===== src/rtl/nn_weight_pkg.sv =====
// Shared constants for the linear network weight store: geometry, bank bases
// and the loader state encoding.
package nn_weight_pkg;

   localparam int WEIGHT_W    = 3;
   localparam int BANK_DEPTH  = 96;
   localparam int NUM_BANKS   = 3;
   localparam int TOTAL_DEPTH = BANK_DEPTH * NUM_BANKS;
   localparam int ADDR_W      = 10;
   localparam int RAM_AW      = 9;

   localparam logic [ADDR_W-1:0] BANK1_BASE = 10'd0;
   localparam logic [ADDR_W-1:0] BANK2_BASE = 10'd96;
   localparam logic [ADDR_W-1:0] BANK3_BASE = 10'd192;
   localparam logic [ADDR_W-1:0] BANK_LIMIT = 10'd96;
   localparam logic [ADDR_W-1:0] DEPTH_A    = 10'd288;
   localparam logic [ADDR_W-1:0] LAST_ADDR  = 10'd287;

   localparam logic [1:0] ST_IDLE = 2'd0;
   localparam logic [1:0] ST_LOAD = 2'd1;
   localparam logic [1:0] ST_DONE = 2'd2;

endpackage


===== src/rtl/weight_ram_loader_if.sv =====
// Load stream handshake, status and three-bank read port of the weight loader.
interface weight_ram_loader_if;
   import nn_weight_pkg::*;

   logic                load_start;
   logic                in_valid;
   logic                in_ready;
   logic [WEIGHT_W-1:0] in_data;
   logic                load_busy;
   logic                load_done;
   logic [ADDR_W-1:0]   wr_count;
   logic [ADDR_W-1:0]   rd_addr;
   logic [WEIGHT_W-1:0] weight1;
   logic [WEIGHT_W-1:0] weight2;
   logic [WEIGHT_W-1:0] weight3;

   modport master (
      output load_start, in_valid, in_data, rd_addr,
      input  in_ready, load_busy, load_done, wr_count, weight1, weight2, weight3
   );

   modport slave (
      input  load_start, in_valid, in_data, rd_addr,
      output in_ready, load_busy, load_done, wr_count, weight1, weight2, weight3
   );

endinterface


===== src/rtl/weight_ram_3r1w.sv =====
// 288x3 weight storage: one synchronous write port, three registered bank reads
// returning pre-write data on a same-cycle collision.
module weight_ram_3r1w
   import nn_weight_pkg::*;
(
   input  logic                clk,
   input  logic                rst,
   input  logic                we,
   input  logic [ADDR_W-1:0]   waddr,
   input  logic [WEIGHT_W-1:0] wdata,
   input  logic [ADDR_W-1:0]   raddr,
   output logic [WEIGHT_W-1:0] rdata1,
   output logic [WEIGHT_W-1:0] rdata2,
   output logic [WEIGHT_W-1:0] rdata3
);

   logic [WEIGHT_W-1:0] mem [TOTAL_DEPTH];
   logic                in_range;
   logic [RAM_AW-1:0]   addr1;
   logic [RAM_AW-1:0]   addr2;
   logic [RAM_AW-1:0]   addr3;

   // Legal in-bank indices stay below 288, so the 9-bit sum matches the full-width one.
   assign in_range = (raddr < BANK_LIMIT);
   assign addr1    = raddr[RAM_AW-1:0] + BANK1_BASE[RAM_AW-1:0];
   assign addr2    = raddr[RAM_AW-1:0] + BANK2_BASE[RAM_AW-1:0];
   assign addr3    = raddr[RAM_AW-1:0] + BANK3_BASE[RAM_AW-1:0];

   // Storage write; contents deliberately survive reset.
   always_ff @(posedge clk) begin
      if (we && (waddr < DEPTH_A)) begin
         mem[waddr[RAM_AW-1:0]] <= wdata;
      end
   end

   // Registered read of all three banks; out-of-range index reads as zero.
   always_ff @(posedge clk or posedge rst) begin
      if (rst) begin
         rdata1 <= 3'd0;
         rdata2 <= 3'd0;
         rdata3 <= 3'd0;
      end else if (in_range) begin
         rdata1 <= mem[addr1];
         rdata2 <= mem[addr2];
         rdata3 <= mem[addr3];
      end else begin
         rdata1 <= 3'd0;
         rdata2 <= 3'd0;
         rdata3 <= 3'd0;
      end
   end

endmodule


===== src/rtl/weight_ram_loader.sv =====
// Streams 288 weights into the three-bank weight RAM and exposes its registered
// read port; holds the load FSM, write pointer and handshake.
module weight_ram_loader
   import nn_weight_pkg::*;
(
   input  logic               clk,
   input  logic               rst,
   weight_ram_loader_if.slave bus
);

   logic [1:0]        state;
   logic [1:0]        state_nxt;
   logic [ADDR_W-1:0] wr_ptr;
   logic [ADDR_W-1:0] ptr_nxt;
   logic [ADDR_W-1:0] count;
   logic [ADDR_W-1:0] count_nxt;
   logic              done_nxt;
   logic              ready;
   logic              busy;
   logic              done;
   logic              we;

   // Next-state, pointer and write-enable decode.
   always_comb begin
      state_nxt = state;
      ptr_nxt   = wr_ptr;
      count_nxt = count;
      done_nxt  = done;
      we        = 1'b0;
      case (state)
         ST_IDLE, ST_DONE: begin
            if (bus.load_start) begin
               state_nxt = ST_LOAD;
               ptr_nxt   = 10'd0;
               count_nxt = 10'd0;
               done_nxt  = 1'b0;
            end else begin
               state_nxt = state;
            end
         end
         ST_LOAD: begin
            // A restart outranks a coincident beat, which is dropped.
            if (bus.load_start) begin
               ptr_nxt   = 10'd0;
               count_nxt = 10'd0;
            end else if (bus.in_valid && ready) begin
               we        = 1'b1;
               count_nxt = count + 10'd1;
               if (wr_ptr == LAST_ADDR) begin
                  state_nxt = ST_DONE;
                  done_nxt  = 1'b1;
               end else begin
                  ptr_nxt = wr_ptr + 10'd1;
               end
            end else begin
               state_nxt = ST_LOAD;
            end
         end
         default: begin
            state_nxt = ST_IDLE;
            done_nxt  = 1'b0;
         end
      endcase
   end

   // FSM, counters and registered status outputs.
   always_ff @(posedge clk or posedge rst) begin
      if (rst) begin
         state  <= ST_IDLE;
         wr_ptr <= 10'd0;
         count  <= 10'd0;
         ready  <= 1'b0;
         busy   <= 1'b0;
         done   <= 1'b0;
      end else begin
         state  <= state_nxt;
         wr_ptr <= ptr_nxt;
         count  <= count_nxt;
         ready  <= (state_nxt == ST_LOAD);
         busy   <= (state_nxt == ST_LOAD);
         done   <= done_nxt;
      end
   end

   assign bus.in_ready  = ready;
   assign bus.load_busy = busy;
   assign bus.load_done = done;
   assign bus.wr_count  = count;

   weight_ram_3r1w u_ram (
      .clk    (clk),
      .rst    (rst),
      .we     (we),
      .waddr  (wr_ptr),
      .wdata  (bus.in_data),
      .raddr  (bus.rd_addr),
      .rdata1 (bus.weight1),
      .rdata2 (bus.weight2),
      .rdata3 (bus.weight3)
   );

endmodule

===== src/flat_wrapper.sv =====
// flat-port wrapper written by rule: the top's interface ports become plain ports
module weight_ram_loader_flat import nn_weight_pkg::*;
  (clk, rst, bus_load_start, bus_in_valid, bus_in_data, bus_rd_addr, bus_in_ready, bus_load_busy, bus_load_done, bus_wr_count, bus_weight1, bus_weight2, bus_weight3);
  weight_ram_loader_if bus_i ();
  input  logic clk;
  input  logic rst;
  input wire logic [$bits(bus_i.load_start)-1:0] bus_load_start;
  input wire logic [$bits(bus_i.in_valid)-1:0] bus_in_valid;
  input wire logic [$bits(bus_i.in_data)-1:0] bus_in_data;
  input wire logic [$bits(bus_i.rd_addr)-1:0] bus_rd_addr;
  output wire logic [$bits(bus_i.in_ready)-1:0] bus_in_ready;
  output wire logic [$bits(bus_i.load_busy)-1:0] bus_load_busy;
  output wire logic [$bits(bus_i.load_done)-1:0] bus_load_done;
  output wire logic [$bits(bus_i.wr_count)-1:0] bus_wr_count;
  output wire logic [$bits(bus_i.weight1)-1:0] bus_weight1;
  output wire logic [$bits(bus_i.weight2)-1:0] bus_weight2;
  output wire logic [$bits(bus_i.weight3)-1:0] bus_weight3;
  assign bus_i.load_start = bus_load_start;
  assign bus_i.in_valid = bus_in_valid;
  assign bus_i.in_data = bus_in_data;
  assign bus_i.rd_addr = bus_rd_addr;
  assign bus_in_ready = bus_i.in_ready;
  assign bus_load_busy = bus_i.load_busy;
  assign bus_load_done = bus_i.load_done;
  assign bus_wr_count = bus_i.wr_count;
  assign bus_weight1 = bus_i.weight1;
  assign bus_weight2 = bus_i.weight2;
  assign bus_weight3 = bus_i.weight3;
  weight_ram_loader u_core (.clk(clk), .rst(rst), .bus(bus_i));
endmodule

===== config.mk =====
export PLATFORM = sky130hd
export DESIGN_NAME = weight_ram_loader_flat
export DESIGN_NICKNAME = d
export VERILOG_FILES = /design/src/rtl/nn_weight_pkg.sv /design/src/rtl/weight_ram_loader_if.sv /design/src/rtl/weight_ram_3r1w.sv /design/src/rtl/weight_ram_loader.sv /design/src/flat_wrapper.sv
export SDC_FILE = /design/constraint.sdc
export NUM_CORES = 1
export LEC_CHECK = 0
export CAP_MARGIN = 20
export CORE_AREA = 10 10 357 359
export CTS_BUF_LIST = sky130_fd_sc_hd__clkbuf_2 sky130_fd_sc_hd__clkbuf_4 sky130_fd_sc_hd__clkbuf_8
export CTS_CLUSTER_SIZE = 10
export DETAILED_ROUTE_END_ITERATION = 7
export DIE_AREA = 0 0 367 369
export GPL_ROUTABILITY_DRIVEN = 0
export PLACE_DENSITY_LB_ADDON = 0.1
export SYNTH_ARGS = -nofsm -noshare
export SYNTH_HDL_FRONTEND = slang
export SYNTH_SLANG_ARGS = --single-unit
export TNS_END_PERCENT = 30

===== constraint.sdc =====
create_clock -name clk -period 2.7 [get_ports clk]
set_clock_uncertainty 0.05 [all_clocks]
set_input_delay 0.54 -clock clk [delete_from_list [all_inputs] [get_ports clk]]
set_output_delay 0.54 -clock clk [all_outputs]
set_load 0.005 [all_outputs]

==> Word-level counts from Yosys, hierarchy flattened <==
Memory sizes are Yosys's and may differ from the RTL's.
Index checks and enable logic that the tools add are counted.
{ "totals": {"ram_bits": 864, "mem_count": 1, "input_bits": 17, "regBits": 33} }
{ "memory_table": {"columns": ["name", "words", "word_bits", "rd", "rd_clocked_by_memory_dff", "write_ports", "line_no", "text"], "rows": [
  ["u_core.u_ram.mem", 288, 3, 3, 0, 1, "weight_ram_3r1w.sv:17", "logic [WEIGHT_W-1:0] mem [TOTAL_DEPTH];"]
]} }
{ "op_classes": {"n_eq_ne": 10, "magnitude_cmp": 2, "n_reduce_logical": 8, "mux": 26, "addsub": 4} }
{ "op_table": {"columns": ["op", "count"], "rows": [
  ["10-bit 2-to-1 mux", 6],
  ["10-bit case mux with 2 select lines", 2],
  ["10-bit by 1-bit adder with 10-bit output, second input constant", 2],
  ["10-bit by 9-bit equality test with 1-bit output, second input constant", 1],
  ["10-bit by 7-bit less-than comparator with 1-bit output, second input constant", 1],
  ["10-bit by 9-bit less-than comparator with 1-bit output, second input constant", 1],
  ["9-bit by 7-bit adder with 9-bit output, second input constant", 1],
  ["9-bit by 8-bit adder with 9-bit output, second input constant", 1],
  ["1-bit 2-to-1 mux", 9],
  ["3-bit 2-to-1 mux", 3],
  ["2-bit 2-to-1 mux", 4],
  ["4-bit AND reduction", 2],
  ["2-bit by 1-bit equality test with 1-bit output, second input constant", 2],
  ["2-bit by 1-bit != test with 1-bit output, second input constant", 2],
  ["2-bit != test, second input constant", 2],
  ["2-bit case mux with 2 select lines", 1],
  ["3-bit by 2-bit != test with 1-bit output, second input constant", 1],
  ["3-bit != test, second input constant", 1],
  ["3-bit AND reduction", 1],
  ["2-bit equality test, second input constant", 1],
  ["1-bit logical AND", 2],
  ["2-bit zero test", 1],
  ["1-bit case mux with 2 select lines", 1],
  ["2-bit nonzero test", 1],
  ["2-bit OR reduction", 1]
]} }

==> Logic depth before layout (Yosys ltp) <==
Gate-level depths: netlist (run 1).
{ "logic_depth": {"ltp_word": 7, "ltp_mapped": 12} }

==> Cells and area by module <==
A second synthesis (run 1) with hierarchy kept.
{ "unflattened": {"cells_unflattened": 2143, "hier_area_um2": 37175.7} }
{ "by_module_without_submodules": {"columns": ["mod", "cells_per_inst", "instances", "area_each_um2"], "rows": [
  ["weight_ram_3r1w", 2000, 1, 35828.1],
  ["weight_ram_loader", 143, 1, 1347.5]
]} }

==> Least setup slack after synthesis (run 1) <==
No wires, ideal clock.
{ "synth_path": {"path_type": "input to register", "startpoint": "in bus_rd_addr[0]", "endpoint": "reg u_core.u_ram.rdata2[2]", "path_buffers": 3, "slack_ns": -0.004, "stages": 9, "arrival_ns": 2.525, "cell_sequence": "buf_2 -> buf_4 -> buf_4 -> mux4_2 -> a22oi_1 -> a21oi_1 -> nor3_1 -> a211oi_1 -> o41a_1"} }
{ "synth_via": {"elab_chain_cells": 3} }
{ "synth_lines": {"columns": ["element", "line_no", "text"], "rows": [
  ["from (decl)", "flat_wrapper.sv:10", "input wire logic [$bits(bus_i.rd_addr)-1:0] bus_rd_addr;"],
  ["9-bit by 7-bit adder with 9-bit output", "weight_ram_3r1w.sv:26", "assign addr2 = raddr[RAM_AW-1:0] + BANK2_BASE[RAM_AW-1:0];"],
  ["memory 288 x 3 bit", null, null],
  ["3-bit 2-to-1 mux *", "weight_ram_3r1w.sv:42", "end else if (in_range) begin"],
  ["to (signal assigned)", "weight_ram_3r1w.sv:44", "rdata2 <= mem[addr2];"],
  ["to (decl)", "weight_ram_3r1w.sv:13", "output logic [WEIGHT_W-1:0] rdata2,"]
]} }
Mark *: on every way between the ends. The rest lies on a longest branch, timed or not.
A chain may end at the register's enable or synchronous reset.

==> Worst setup path in the final report (run 1) <==
{ "layout_path": {"startpoint": "reg u_core.u_ram.rdata3[0]", "endpoint": "out bus_weight3[0]"} }
{ "layout_lines": {"columns": ["element", "line_no", "text"], "rows": [
  ["from (decl)", "weight_ram_3r1w.sv:14", "output logic [WEIGHT_W-1:0] rdata3"],
  ["from (signal assigned)", "weight_ram_3r1w.sv:45", "rdata3 <= mem[addr3];"],
  ["to (decl)", "flat_wrapper.sv:17", "output wire logic [$bits(bus_i.weight3)-1:0] bus_weight3;"]
]} }
No word-level cell between the ends.

==> flow_summary_export.csv, run 1 <==
group,metric,value,unit
yosys,yosys_warnings,0,
clock_tree,htreeDepth,4,
global_routing,groute.usage.overall,16.9,%
power,power.leakage,15.5,nW
yosys,synth_edf_count,864,
clock_tree,insertion_delay,0.83,ns
critical_path,path_buf_inv,1,
yosys,synthCells,2118,
timing,fin_tns_setup,0,ns
timing,worstMarginPinSlew,0.646,ns
status,status,"completed",
final_layout,multi_input_area,9400,um2
die,die_x,367,um
drt,wl_per_cell,26.8,um
power,power_density,653,nW/um2
final_layout,fill_cells,11189,
drt,drtIter0Drc,1681,
final_layout,fin_nets,2641,
critical_path,critPathSlowestCell,"clkdlybuf4s50_1",
timing,rsz0062_at_grt,"no",
final_layout,seq_area,26800,um2
die,ios,39,
critical_path,end_kind,"output port",
yosys,synthDistinctLibCells,72,
timing,final-setup-viol-count,0,
final_layout,final_util,38.3,%
final_layout,area_delta_synth_final,23.8,%
clock_tree,cts.clk_slew.worst_paths,0.06,ns
placement,place_inst,4067,
timing,layout_min_cycle_time,2.59,ns
die,core,120000,um2
yosys,synth_top_cell_area_share,70.0,%
critical_path,slowest_delay,0.60,ns
clock_tree,post_cts_buffers,0,
critical_path,cp-start-kind,"flip-flop",
clock_tree,cts_made_buffers,156,
clock_tree,cts_hold_buf,1,
yosys,syn_area_per_cell,17.5,um2
timing,slew_violations,0,
worst_hold_path,hold_path.class,"in -> reg",
yosys,ys_seq_area_share,72.2,%
critical_path,worst-endpoint-arrival,2.00,ns
timing,setup_slack,0.114,ns
placement,placed_area,42800,um2
die,rows,127,
final_layout,layout.cells.non_filler,4339,
yosys,ys.flop_type,"edfxtp_1",
yosys,synth_area_leaders,"edfxtp_1 70%, mux4_2 11%, nor2_1 3.4%",
final_layout,final_layout_size_suffix_gt1_share,32.8,%
drt,vias,21654,
timing,fin_crit_sh,95.8,%
die,start_util,30.9,%
critical_path,crit_fanout,1,
timing,slew_headroom,56.5,%
clock_tree,cts_resized,0,
critical_path,critPathRequiredTime,2.11,ns
global_routing,antenna_found_initial,6,
placement,post-place-ws,-0.604,ns
timing,hold_violations,0,
placement,port_buffers,38,
drt,drc,0,
critical_path,crit_type,"reg -> out",
final_layout,stdcell_area,45900,um2
die,die_h,369,um
global_routing,grt_remaining_overflow,0,
placement,dp_hpwl,76.9,mm
global_routing,first_global_vias,22833,
yosys,syn-num-nets,2145,
global_routing,grt_pass1_wl,167,mm
flow_run,max_cap_viol_count,0,
drt,drt_first_pass_iters,5,
drt,wirelength,116,mm
die,dieArea,135000,um2
timing,fmax,387,MHz
yosys,async_flop_share,3.68,%
drt,drtAntennaViolNets,0,
drt,drt-vias-per-instance,4.99,
power,peakVddDrop,0.419,mV
yosys,synth_largest_area_cell,"edfxtp_1",
global_routing,grt_max_degree,71,
clock_tree,cts_sinks,897,
yosys,ys_ff_latch,897,
critical_path,worstPathCellList,"clkdlybuf4s50_1",
yosys,synthesis.area,37100,um2
clock_tree,cts_root_buf,"clkbuf_8",
clock_tree,cts_tree,"done",
critical_path,crit_family,"buffers and inverters",
clock_tree,clockBufferDepth,3,
report_power, final:
| group | switching, W | leakage [nW] | internal, W | total (W) |
|---|---|---|---|---|
| logic | 0.00126 | 5.64 | 0.000918 | 0.00217 |
| registers | 0.0000224 | 8.21 | 0.0153 | 0.0153 |
| clock network | 0.00562 | 1.60 | 0.00690 | 0.0125 |
metal layers:
layer	up-vias	GRT usage (%)	wire (um)
li1	9446	-	-
met1	11434	23.6	53600
met2	601	27.0	54500
met3	173	3.06	5470
met4	0	4.75	2590
met5	-	0	0
sequential cells by signal, summed over array words and instances (netlist names):
| name | count |
|---|---|
| u_core.wr_ptr | 10 |
| u_core.state | 2 |
| u_core.u_ram.rdata1 | 3 |
| u_core.bus.in_ready | 1 |
| u_core.u_ram.mem | 864 |
| u_core.u_ram.rdata3 | 3 |
| u_core.u_ram.rdata2 | 3 |
| u_core.bus.wr_count | 10 |
| u_core.bus.load_done | 1 |
worst paths after layout:
kind | start | slack [ns] | depth (start not counted) | to
worst min-delay path | bus_in_data[2] | 0.21 | 1 | u_core.u_ram.mem[175][2]$_DFFE_PP_
worst max register to register | u_core.u_ram.mem[103][1]$_DFFE_PP_ | 0.19 | 7 | u_core.u_ram.rdata2[1]$_DFF_PP0_
worst min register to register | u_core.bus.wr_count[9]$_DFFE_PP0P_ | 0.43 | 1 | u_core.bus.wr_count[9]$_DFFE_PP0P_
min in group asynchronous | rst | 0.50 | 3 | u_core.wr_ptr[0]$_DFFE_PP0P_
worst max-delay path | u_core.u_ram.rdata3[0]$_DFF_PP0_ | 0.11 | 1 | bus_weight3[0]
max in group asynchronous | rst | 1.57 | 4 | u_core.u_ram.rdata2[1]$_DFF_PP0_
synth_stat cells, drive strengths merged, types with 14 or more instances:
master / number
a21oi: 22
a221oi: 23
a22oi: 23
and3: 15
buf: 72
clkbuf: 61
dfrtp: 33
edfxtp: 864
mux2: 14
mux2i: 94
mux4: 189
nand2: 89
nand3: 33
nand4: 15
nor2: 335
nor2b: 20
nor3: 26
o21ai: 26
o22ai: 17
placed cells by master, fill, tap and decap left out, types with 7 or more instances in the layout:
cell type,count
a211oi_1,10
a21oi_1,22
a221oi_1,19
a22oi_1,23
and2_1,9
and3_1,15
buf_12,75
buf_4,359
bufinv_16,8
clkbuf_4,46
clkbuf_8,164
clkdlybuf4s50_1,30
clkinv_1,34
clkinv_2,14
dfrtp_1,33
edfxtp_1,864
ha_1,10
inv_1,10
mux2_2,14
mux2i_1,94
mux4_2,189
nand2_1,89
nand2b_1,9
nand3_1,33
nand4_1,15
nor2_1,334
nor2b_1,19
nor3_1,26
o211ai_1,7
o21ai_0,26
o22ai_1,17
xor2_1,12
cells by family after synthesis:
kind of cell / after synthesis / share of synthesized area, %
muxes: 297 / 14.4
adders and majority gates: 10 / 0.338
DFF: 897 / 72.2
xor gates and xnor gates: 16 / 0.378
buffers and inverters: 147 / 2.43
and+or+nand+nor: 570 / 6.61
AOI/OAI and AO/OA: 181 / 3.57
per-stage QoR:
| stage | power (W) | hold slack [ns] |
|---|---|---|
| 6_report | 0.0300 | 0.211 |
| 5_1_grt | 0.0311 | 0.187 |
| 3_5_place_dp | 0.0178 | 0.424 |
| 3_3_place_gp | 0.0178 | 0.425 |
| 4_1_cts | 0.0303 | 0.142 |
| 2_1_floorplan | 0.0165 | 0.419 |
layout make-up:
| class | instances | area share (%) |
|---|---|---|
| diodes | 2 | 0.0109 |
| clock buffers | 207 | 5.58 |
| clock inverters | 62 | 1.07 |
| inverters | 14 | 0.115 |
| multi-input cells | 1074 | 20.5 |
| flip-flops and latches | 897 | 58.3 |
| well taps | 1612 | 4.40 |
| repair buffers | 471 | 9.99 |
worst reg2reg max path, delay by kind of cell, from the launching register on:
kind,cells,cell delay [ns]
buffers and inverters,1,0.22
flip-flops,1,0.35
multiplexers,2,1.05
AND/OR/NAND/NOR,1,0.08
AO/OA/AOI/OAI,3,0.64
Note: power is estimated with default switching activity, not from simulation.
==> inputs of run 2 (changes only) <==
Settings changed: CTS_CLUSTER_DIAMETER from default to 120.
Clock period 2.7 ns to 2.32 ns, I/O delays scaled along.
==> run 2 against run 1 <==
The run now ends with setup timing left. Die area unchanged. Power increased by 2.4%. Highest routed layer is now met5. Clock power decreased by 18%.
==> flow_summary_export.csv, run 2 (same netlist as run 1, synthesis figures left out) <==
group,metric,value,unit
final_layout,final_layout_size_suffix_gt1_share,42.4,%
placement,placed_area,42800,um2
status,violations,"setup timing",
timing,final-setup-viol-count,1,
final_layout,fin_nets,2553,
die,dieArea,135000,um2
placement,dp_hpwl,79.9,mm
global_routing,grt_remaining_overflow,0,
timing,hold_ws,0.0851,ns
clock_tree,cts_sinks,897,
flow_run,max_cap_viol_count,0,
global_routing,groute.usage.overall,17.3,%
critical_path,cp-start-kind,"flip-flop",
clock_tree,cts_tree,"done",
drt,wl_per_cell,28.5,um
die,rows,127,
final_layout,fill_cells,11038,
power,power.leakage,14.8,nW
critical_path,worst-endpoint-arrival,2.94,ns
clock_tree,htreeDepth,3,
clock_tree,insertion_delay,0.77,ns
clock_tree,clockBufferDepth,3,
final_layout,stdcell_area,46200,um2
timing,rsz0062_at_grt,"yes",
status,status,"finished with violations",
timing,setup_slack,-0.000906,ns
final_layout,largest_reg_flops,864,
worst_hold_path,hold_path.class,"in -> async",
drt,drt-vias-per-instance,5.09,
timing,fin_crit_sh,100,%
drt,drt_first_pass_iters,5,
global_routing,grt_max_degree,63,
die,die_h,369,um
final_layout,final_cell_mix,"864 x edfxtp_1, 282 x buf_4, 189 x mux4_2",
timing,slew_headroom,50.7,%
global_routing,grt_pass1_wl,169,mm
clock_tree,cts_made_buffers,99,
die,die_x,367,um
die,core,120000,um2
global_routing,first_global_vias,22629,
power,total_power,0.0307,W
clock_tree,cts.clk_slew.worst_paths,0.08,ns
critical_path,crit_type,"reg -> reg",
drt,vias,21302,
drt,drtAntennaViolNets,0,
timing,worstMarginPinSlew,0.739,ns
timing,layout_min_cycle_time,2.32,ns
final_layout,area_delta_synth_final,24.7,%
timing,slew_violations,0,
final_layout,mostFrequentLayoutCell,"edfxtp_1",
critical_path,critPathRequiredTime,2.94,ns
critical_path,crit_fanout,2,
drt,drc,0,
clock_tree,cts_root_buf,"clkbuf_8",
power,power_density,664,nW/um2
die,start_util,30.9,%
global_routing,antenna_found_initial,8,
placement,port_buffers,38,
drt,wirelength,119,mm
power,peakVddDrop,0.423,mV
timing,hold_violations,0,
timing,fin_tns_setup,-0.000906,ns
critical_path,reg2reg_setup_slack,-0.0009,ns
die,ios,39,
drt,drtIter0Drc,1908,
timing,fmax,431,MHz
critical_path,end_kind,"flip-flop",
-- run 2: cell types whose count changed in the layout (fill, tap and decap cells not counted), sizes merged --
cell and delta:
bufinv -8, dlygate4sd2 +14, buf -35, clkdlybuf4s50 -14, inv -1, dlygate4sd3 -1, clkbuf -63, diode -1
clkinvlp -2, clkinv -45
-- run 2: through the flow --
step / cells / util (%) / worst slack, ns
3_5_place_dp: 4037 / 35.7 / -0.893
3_3_place_gp: 4037 / 35.7 / -0.830
4_1_cts: 4182 / 37.5 / -0.0697
6_report: 4183 / 38.6 / -0.000906
2_1_floorplan: 2118 / - / -0.207
5_1_grt: 4183 / 38.6 / -0.118
-- run 2: path summary, 6_finish.rpt --
path	start	endpoint	cells past startpoint
worst max-delay path	u_core.u_ram.mem[55][2]$_DFFE_PP_	u_core.u_ram.rdata2[2]$_DFF_PP0_	8
worst min-delay path	rst	u_core.wr_ptr[2]$_DFFE_PP0P_	3
worst max register to register	u_core.u_ram.mem[55][2]$_DFFE_PP_	u_core.u_ram.rdata2[2]$_DFF_PP0_	8
worst min register to register	u_core.bus.load_done$_DFFE_PP0P_	u_core.bus.load_done$_DFFE_PP0P_	1
max in group asynchronous	rst	u_core.u_ram.rdata2[0]$_DFF_PP0_	3
min in group clk	bus_in_data[2]	u_core.u_ram.mem[61][2]$_DFFE_PP_	1
-- run 2: layout make-up --
class | count | area, um2 | area share [%]
flip-flops and latches | 897 | 26800 | 57.9
multi-input cells | 1074 | 11000 | 23.8
repair buffers | 440 | 4630 | 10.0
well taps | 1612 | 2020 | 4.36
clock buffers | 139 | 1680 | 3.63
inverters | 14 | 53.8 | 0.116
clock inverters | 6 | 45.0 | 0.0975
diodes | 1 | 2.50 | 0.00541
-- run 2: repair_timing --
item                       in CTS  in global routing
resized for setup             143                306
pin swaps                      12                 41
hold buffers                    0                  0
gates cloned                    0                  5
setup endpoints to repair     360                724
buffers inserted                0                  1
-- run 2: critical path, stage by stage (launching register included) --
cell and delay [ns]:
edfxtp_1 0.41, mux4_2 0.51, mux2i_1 0.19, nand3_1 0.09, nand4_1 0.12, buf_6 0.14
nor3_2 0.04, a31o_2 0.23, o41a_1 0.42
-- run 2: power breakdown --
group | total, W | leakage (nW) | internal (W) | switching (W)
sequential | 0.0178 | 8.21 | 0.0177 | 0.0000200
combinational | 0.00268 | 5.72 | 0.00111 | 0.00157
clock | 0.0103 | 0.914 | 0.00457 | 0.00569
-- run 2: metal layers --
layer,global-route usage [%],up-vias,share of wire (%)
met2,28.5,560,49
li1,-,9228,-
met4,4.64,4,2.1
met5,0,-,0.014
met1,23.3,11371,44
met3,3.24,139,5.3
==> variant: new RTL, config.mk and constraints of run 1 <==
The package constant `BANK_DEPTH` goes from 96 to 144.
--- a/src/rtl/nn_weight_pkg.sv
+++ b/src/rtl/nn_weight_pkg.sv
@@ -3,7 +3,7 @@
 package nn_weight_pkg;
 
    localparam int WEIGHT_W    = 3;
-   localparam int BANK_DEPTH  = 96;
+   localparam int BANK_DEPTH  = 144;
    localparam int NUM_BANKS   = 3;
    localparam int TOTAL_DEPTH = BANK_DEPTH * NUM_BANKS;
    localparam int ADDR_W      = 10;
Check against the original RTL: same outputs for any inputs over 4 cycles, from zero or initial values and one cycle with rst high; that may be too few to reach the edited logic, so the function may still have changed.
==> variant against run 1 <==
Power rose by 46%. The flow now finishes with violations (negative setup slack). Worst setup slack worse by 0.15 ns. Non-clock buffer count down 85. Clock power up 38%. Sequential share of layout area rose by 3.6 points. Wire length is 9.0% higher. Critical endpoint is now u_core.u_ram.rdata3[0]$_DFF_PP0_. Fmax down 5.6%. Area after synthesis is 44% higher. Design area grew 40%. Sequential cell count up 432.
==> variant: results (changes against run 1) <==
| Metric | Value |
|---|---|
| Status | `finished with violations (was complete, no violations)` |
| Failing checks | `negative setup slack` |
| Fraction of registers with async set/reset | `0.0248 (was 0.0368)` |
| Met3 wire length | `8990 µm (was 5470 µm)` |
| Final hold slack | `0.325 ns (was 0.211 ns)` |
| Met2 routed WL | `61900 µm (was 54500 µm)` |
| Met1 WL | `51500 µm (was 53600 µm)` |
| Wire per inst | `23.6 µm (was 26.8 µm)` |
| Area Overhead vs Synth | `20.3% (was 23.8%)` |
| Drt via density | `5.25 (was 4.99)` |
| Final nets | `3610 (was 2641)` |
| N_diodes | `1 (was 2)` |
| Relative slew slack | `0.310 (was 0.565)` |
| EDFF count, synth | `1296 (was 864)` |
| DP Worst Slack | `-0.817 ns (was -0.604 ns)` |
| R2r worst-path depth | `6 (was 7)` |
| Kind of critical path | `reg2reg (was reg2out)` |
| Final setup viols | `1 (was 0)` |
| LEAKAGE | `22.2 nW (was 15.5 nW)` |
| Setup_tns | `-0.0407 ns (was 0 ns)` |
| Resized cells post-CTS | `1 (was 0)` |
| Hold path cells | `5 (was 1)` |
| Power share of the clock group | `0.393 (was 0.417)` |
| Seq pwr share | `0.534 (was 0.510)` |
| Seq/total area | `0.619 (was 0.583)` |
| Multi-input gate area | `14400 µm² (was 9400 µm²)` |
| Setup WS post-layout | `-0.0407 ns (was 0.114 ns)` |
| Multi-input gates | `1639 (was 1074)` |
| Clk tree area frac | `0.0661 (was 0.0665)` |
| Initial antenna violation count | `3 (was 6)` |
| GRT Util Overall | `0.187 (was 0.169)` |
| Synthesized instance count | `2722 (was 2118)` |
| Share of cells above drive strength 1 | `0.277 (was 0.328)` |
| Switching pwr | `9.74 mW (was 6.90 mW)` |
| Critical path arrival | `3.48 ns (was 2.00 ns)` |
variant: critical path, stage by stage, from the launching register on:
cell      delay [ns]
edfxtp_1        0.37
mux4_2          0.50
mux4_2          0.56
mux4_2          0.57
or4_1           0.41
nand4_1         0.10
a41oi_1         0.05
variant: routing by layer:
metal,up-vias,track usage
met3,259,0.0455
met5,-,0.00249
met4,4,0.0724
met2,885,0.308
met1,14524,0.240
li1,12469,-
variant: logic make-up (layout without fill, tap and decap cells):
logic type               after synthesis  in the layout  share of synthesized area
other                                  1            433                  0.0000703
adder cells (fa/ha/maj)               10             10                    0.00235
XOR/XNOR                              18             18                    0.00296
multiplexers                         467            467                      0.166
flip-flops                          1329           1329                      0.745
AND/OR/NAND/NOR                      504            504                     0.0386
buffers and inverters                185            784                     0.0170
AO/OA/AOI/OAI                        208            208                     0.0280
